<file path="config.mk">
export PLATFORM = sky130hd
export DESIGN_NAME = pwm_multi
export DESIGN_NICKNAME = d
export VERILOG_FILES = /design/src/rtl/pwm_multi.sv
export SDC_FILE = /design/constraint.sdc
export NUM_CORES = 1
export LEC_CHECK = 0
export CORE_AREA = 2 2 93 95
export DETAILED_ROUTE_END_ITERATION = 8
export DIE_AREA = 0 0 95 97
export DONT_BUFFER_PORTS = 1
export HOLD_SLACK_MARGIN = 0.06
export PLACE_DENSITY = 0.71
export SYNTH_ARGS = -nofsm -noshare
export SYNTH_HDL_FRONTEND = slang
export SYNTH_SLANG_ARGS = --single-unit
</file>
<file path="constraint.sdc">
create_clock -name clk -period 2.7 [get_ports clk]
set_input_delay 0.405 -clock clk [delete_from_list [all_inputs] [get_ports clk]]
set_output_delay 0.405 -clock clk [all_outputs]
set_load 0.05 [all_outputs]
</file>
<file path="src/rtl/pwm_multi.sv">
// Multi-channel PWM: one shared period counter, CHANNELS compare outputs, double-buffered duty/period/mode.
// Latency: out is registered one clk after the counter; boundary pulses in the clk after the reload edge.
// Backpressure: none; the counter advances only on ena & step, and duty writes are always accepted.
// Optional: define PWM_MULTI_POLARITY_EN to add a per-channel output polarity input.
module pwm_multi #(
    parameter int N        = 8,
    parameter int CHANNELS = 4,
    parameter int CH_W     = (CHANNELS > 1) ? $clog2(CHANNELS) : 1
) (
    input  logic                clk,
    input  logic                rst,
    input  logic                ena,
    input  logic                step,
    input  logic [N-1:0]        period,
    input  logic                center,
    input  logic                wr_en,
    input  logic [CH_W-1:0]     wr_ch,
    input  logic [N-1:0]        wr_duty,
`ifdef PWM_MULTI_POLARITY_EN
    input  logic [CHANNELS-1:0] polarity,
`endif
    output logic [CHANNELS-1:0] out,
    output logic                boundary
);

    typedef enum logic {
        DIR_UP   = 1'b0,
        DIR_DOWN = 1'b1
    } dir_t;

    logic [N-1:0] counter;
    logic [N-1:0] cnt_nxt;
    dir_t         dir;
    dir_t         dir_nxt;
    logic         wrap;

    logic [N-1:0] active_period;
    logic         active_center;
    logic [N-1:0] active_duty [CHANNELS];
    logic [N-1:0] shadow_duty [CHANNELS];

    logic [CHANNELS-1:0] cmp;
    logic [CHANNELS-1:0] out_nxt;
    logic [CHANNELS-1:0] out_rst;
    logic                wr_ok;

    // Channel indices past CHANNELS-1 exist when CHANNELS is not a power of two; drop those writes.
    assign wr_ok = wr_en && ({1'b0, wr_ch} < (CH_W+1)'(CHANNELS));

`ifdef PWM_MULTI_POLARITY_EN
    assign out_rst = polarity;
`else
    assign out_rst = '0;
`endif

    // Counter/direction next state and period-wrap detection.
    // Center mode walks 0..P..1 and wraps on the step that would land back on 0,
    // so each period starts at counter 0 going up and lasts 2P steps (1 step when P = 0).
    always_comb begin
        cnt_nxt = counter;
        dir_nxt = dir;
        wrap    = 1'b0;
        if (ena && step) begin
            if (!active_center) begin
                if (counter == active_period) begin
                    wrap = 1'b1;
                end else begin
                    cnt_nxt = counter + N'(1);
                end
            end else if (dir == DIR_UP) begin
                if (counter == active_period) begin
                    // At the top: turning around from 0 or 1 lands on 0, which is the wrap point.
                    if (counter <= N'(1)) begin
                        wrap = 1'b1;
                    end else begin
                        cnt_nxt = counter - N'(1);
                        dir_nxt = DIR_DOWN;
                    end
                end else begin
                    cnt_nxt = counter + N'(1);
                end
            end else begin
                if (counter <= N'(1)) begin
                    wrap = 1'b1;
                end else begin
                    cnt_nxt = counter - N'(1);
                end
            end
            if (wrap) begin
                cnt_nxt = '0;
                dir_nxt = DIR_UP;
            end
        end
    end

    // Counter and direction registers.
    always_ff @(posedge clk) begin
        if (rst) begin
            counter <= '0;
            dir     <= DIR_UP;
        end else begin
            counter <= cnt_nxt;
            dir     <= dir_nxt;
        end
    end

    // Active period/mode/duties reload only at the wrap so a running pulse is never cut short.
    always_ff @(posedge clk) begin
        if (rst) begin
            active_period <= '1;
            active_center <= 1'b0;
            boundary      <= 1'b0;
            for (int i = 0; i < CHANNELS; i++) begin
                active_duty[i] <= '0;
            end
        end else begin
            boundary <= wrap;
            if (wrap) begin
                active_period <= period;
                active_center <= center;
                for (int i = 0; i < CHANNELS; i++) begin
                    active_duty[i] <= shadow_duty[i];
                end
            end
        end
    end

    // Shadow duty writes; a write on the reload edge is seen by the next reload, not this one.
    always_ff @(posedge clk) begin
        if (rst) begin
            for (int i = 0; i < CHANNELS; i++) begin
                shadow_duty[i] <= '0;
            end
        end else if (wr_ok) begin
            shadow_duty[wr_ch] <= wr_duty;
        end
    end

    // Per-channel compare, gated by ena, then optional polarity inversion.
    always_comb begin
        cmp = '0;
        for (int i = 0; i < CHANNELS; i++) begin
            cmp[i] = (counter < active_duty[i]);
        end
        out_nxt = ena ? cmp : '0;
`ifdef PWM_MULTI_POLARITY_EN
        out_nxt = out_nxt ^ polarity;
`endif
    end

    // Registered outputs.
    always_ff @(posedge clk) begin
        if (rst) begin
            out <= out_rst;
        end else begin
            out <= out_nxt;
        end
    end

endmodule

</file>
== After elaboration in Yosys (flattened, before gate mapping) ==
Memory sizes are Yosys's and may differ from the RTL's.
Index checks and enable logic that the tools add are counted.
Operators by class
  add/sub/neg operators: 2
  $lt $le $gt $ge: 5
  equality and inequality tests: 2
  multiplexer cells: 33
  bitwise operators: 5
  reduce and logical (&&, ||, !) cells: 6
Operators with widths (number)
  $mux W8: 11
  $lt A8 B8 Y1: 4
  $mux W1: 21
  $add A8 B1 Y8 const B: 1
  $eq A8 B8 Y1: 1
  $le A8 B1 Y1 const B: 1
  $reduce_or A8 Y1: 1
  $sub A8 B1 Y8 const B: 1
  $or A1 B1 Y1: 4
  $reduce_and A2 Y1: 2
  $ne A3 B2 Y1 const B: 1
  $mux W2: 1
  $reduce_bool A2 Y1: 1
  $reduce_or A2 Y1: 1
  $logic_and A1 B1 Y1: 1
  $not A1 Y1: 1
Storage, ports and cells
  register bits after elaboration: 23
  bits in writable memories: 64
  input bits: 24
  output and inout port bits: 5
  logic and storage cells: 61
  memories: 2
Memory list
  active_duty: depth 4, bits a word 8, read ports 4, clocked after memory_dff 0, write ports 4, RTL line 39  | logic [N-1:0] active_duty [CHANNELS];
  shadow_duty: depth 4, bits a word 8, read ports 4, clocked after memory_dff 0, write ports 4, RTL line 40  | logic [N-1:0] shadow_duty [CHANNELS];

== Logic depth before layout (Yosys ltp) ==
  depth after elaboration: 11
  depth in mapped cells: 11

== Least setup slack after synthesis ==
OpenSTA, ideal clock, no wires.
  path kind: register to register
  start: register counter[6]
  end: memory active_duty[0][0], enable pin
  arrival: 2.033 ns
  slack: 0.289 ns
  stages on the path, launching flop included: 7
  period minus slack after synthesis: 2.411 ns
  cell sequence: dfxtp_1 > xor2_1 > nor4_2 > and2_2 > o21ai_2 > o21bai_2 > buf_2
RTL lines
  from (decl): RTL line 31  | logic [N-1:0] counter;
  from (signal assigned): RTL line 102  | counter <= cnt_nxt;
  to (decl): RTL line 39

== Worst setup path after layout ==
  start: register counter[3]
  end: register counter[6]
Between the ends
  cells in the longest elaborated chain, start to end: 8
  elaborated cells between the ends (all ways): 18
  classes of those cells: add/sub: 2; order compare: 1; eq/ne: 2; mux: 12; reduce/logical: 1
RTL lines
  $le A8 B1 Y1: RTL line 73, 83
  $mux W1: RTL line 73, 83
  $mux W1: RTL line 71  | if (counter == active_period) begin
  $mux W1: RTL line 70  | end else if (dir == DIR_UP) begin
  $mux W1: RTL line 64  | if (!active_center) begin
  $mux W1: RTL line 63  | if (ena && step) begin
  $ne A3 B2 Y1 (no source line)
  $reduce_and A2 Y1 (no source line)
Parallel ways exist; a longest one is shown, timed or not. The select of a mux whose other input is x is not followed.
A chain may end at the register's enable or synchronous reset.

==> metrics.yaml <==
status: "complete, no violations"
design_area_mm2: 0.00471
postCtsSetupBuffers: 0
dieArea_mm2: 0.00922
slew_headroom_pct: 61.5
synth_top_area_share_pct: 43.7
synth_edf_count: 64
required_ps: 2960
cts_inserted_buffers: 9
diodes: 0
grt-busiest-layer: "met2"
async_flop_share_pct: 0
p_seq_share_pct: 57.5
grt_pass1_vias: 2654
timing.fmax_mhz: 408
clock_latency_ps: 360
postRouteAntennaNets: 0
cts_sinks: 87
grt_use_total_pct: 18.6
ios: 29
grt_util_met3_pct: 3.58
fin_crit_ps: 2450
clockRootBuffer: "clkbuf_8"
die_h_um: 97
portBuffers: 0
dpl_worst_slack_ps: 282
use_met1_pct: 23.9
cp.arrival_ps: 2710
route.vias.total: 2648
synth-main-ff-cell: "edfxtp_1"
p_sw_share_pct: 24.6
overflow: 0
place_area_mm2: 0.00450
core_mm2: 0.00813
slew_violations: 0
drtPass1Iterations: 4
p_leak_uw: 0.00190
p_int_uw: 2020
max-vdd-ir-drop_v: 0.000382
cts_max_path_buffers: 2
cts_tree: "done"
ys_ff_latch: 87
yosys_warnings: 0
rows: 33
htree_num_levels: 3
critPathCaptureType: "register"
grtUsageMet2_pct: 29.8
clkTransAtPathRegs_ps: 100
hold_viol: 0
p_switching_uw: 657
total_power_uw: 2670
finalCritPeriodShare_pct: 90.7
hp-class: "in2reg"
area_delta_synth_final_pct: 6.97
worst_slack_ps: 251
syn_area_mm2: 0.00440
setup_viol: 0
drc: 0
critPathLaunchType: "register"
ys_seq_area_share_pct: 54.2
fin_tns_setup_ps: 0
cellPowerDensity_mw_per_mm2: 568
fin_hold_ws_ps: 109
routedWlPerCell_um: 16.1
clock_power_share_pct: 35.3
synth_nets: 432
rsz0062_at_grt: "false"
wirelength_um: 7880
synth_top_area_cell: "edfxtp_1"
initial_core_util_pct: 54.1
ys_top_cells_by_area: "edfxtp_1 (44%), dfxtp_1 (10%), and2_1 (9.4%), ha_1 (8.8%), inv_1 (3.0%)"
drtIter0Drc: 108
drv_cap: 0
tightest_slew_ps: 574
final_cell_mix: "and2_1 (66), edfxtp_1 (64), inv_1 (35)"
pwr-share-comb_pct: 7.3
crit_type: "reg2reg"
fin_skew_ps: 11.0
final_layout_size_suffix_gt1_share_pct: 9.35
antenna_found_initial: 0
via_per_inst: 5.40
synth.distinct_cells: 52
gp_congestion: 0.915
path_max_fanout: 13
cts_resized: 0
hpwl_um: 5810
syn_avg_cell_area_um2: 11.7
nets: 435
cts_hold_buf: 0
final_common_cell: "and2_1"
grt_max_degree: 34
grt_pass1_wl_um: 13000
syn_inst: 377
die_x_um: 95
## per-stage QoR
stage,instances,utilization (%)
final,490,57.9
after detailed placement,474,55.3
after global routing,490,57.9
after CTS,490,57.9
after floorplan,377,-
after global placement,474,55.3
## path summary, 6_finish.rpt
check                           slack, ps             start               end  cells past startpoint
worst min register to register        520  active_period[0]  active_period[0]                      1
worst max register to register        250        counter[3]        counter[6]                      6
worst max-delay path                  250        counter[3]        counter[6]                      6
worst min-delay path                  110               rst        counter[1]                      1
## sequential cells by signal (all words and copies together), names as in the netlist
register / flops
shadow_duty: 32
active_period: 8
active_center: 1
active_duty: 32
out: 4
counter: 8
boundary: 1
dir: 1
## logic make-up (layout without fill, tap and decap cells)
| group | count (synthesis) | after routing | synth area share, % |
|---|---|---|---|
| simple gates | 122 | 122 | 17.2 |
| flops | 87 | 87 | 54.2 |
| compound gates | 76 | 76 | 12.4 |
| buf+inv | 51 | 59 | 5.49 |
| fa+ha+maj | 31 | 31 | 8.82 |
| xor+xnor | 10 | 10 | 1.99 |
## cells in the mapped netlist (7+ instances only)
| library cell | n |
|---|---|
| a21o_1 | 10 |
| a31oi_1 | 7 |
| nor2_1 | 11 |
| edfxtp_1 | 64 |
| o21ai_0 | 9 |
| o22a_1 | 8 |
| a21oi_1 | 8 |
| and2_1 | 66 |
| xor2_1 | 8 |
| dfxtp_1 | 23 |
| a211oi_1 | 7 |
| inv_1 | 35 |
| ha_1 | 31 |
## critical path, cell delays in order, from the launching register on
cell,delay [ps]
dfxtp_1,690
xor2_1,150
nor4_2,470
a21oi_2,220
nor4_1,410
o32ai_1,160
a22o_1,240
## area by class of cell
type                            count  area, µm²
Inverter                           36        140
Fill cell                         665       3430
Sequential cell                    87       2380
Clock buffer                        9        124
Tap cell                          105        131
Clock inverter                      7       80.1
Multi-Input combinational cell    239       1780
Timing Repair Buffer                7       65.1
## per-layer routing
layer  part of all wire (%)  vias up
li1                       -     1343
met1                     44     1227
met2                     49       64
met3                    4.3       14
met4                    2.3        0
met5                      0        -
## power by group through the flow
stage | registers (µW) | clock network (µW) | logic, µW
final | 1540 | 942 | 195
after global routing | 1540 | 1010 | 223
after CTS | 1540 | 964 | 197
after detailed placement | 1570 | 0 | 195
after global placement | 1570 | 0 | 193
after floorplan | 1550 | 0 | 146
No activity file was read; power rests on OpenSTA's default activity.
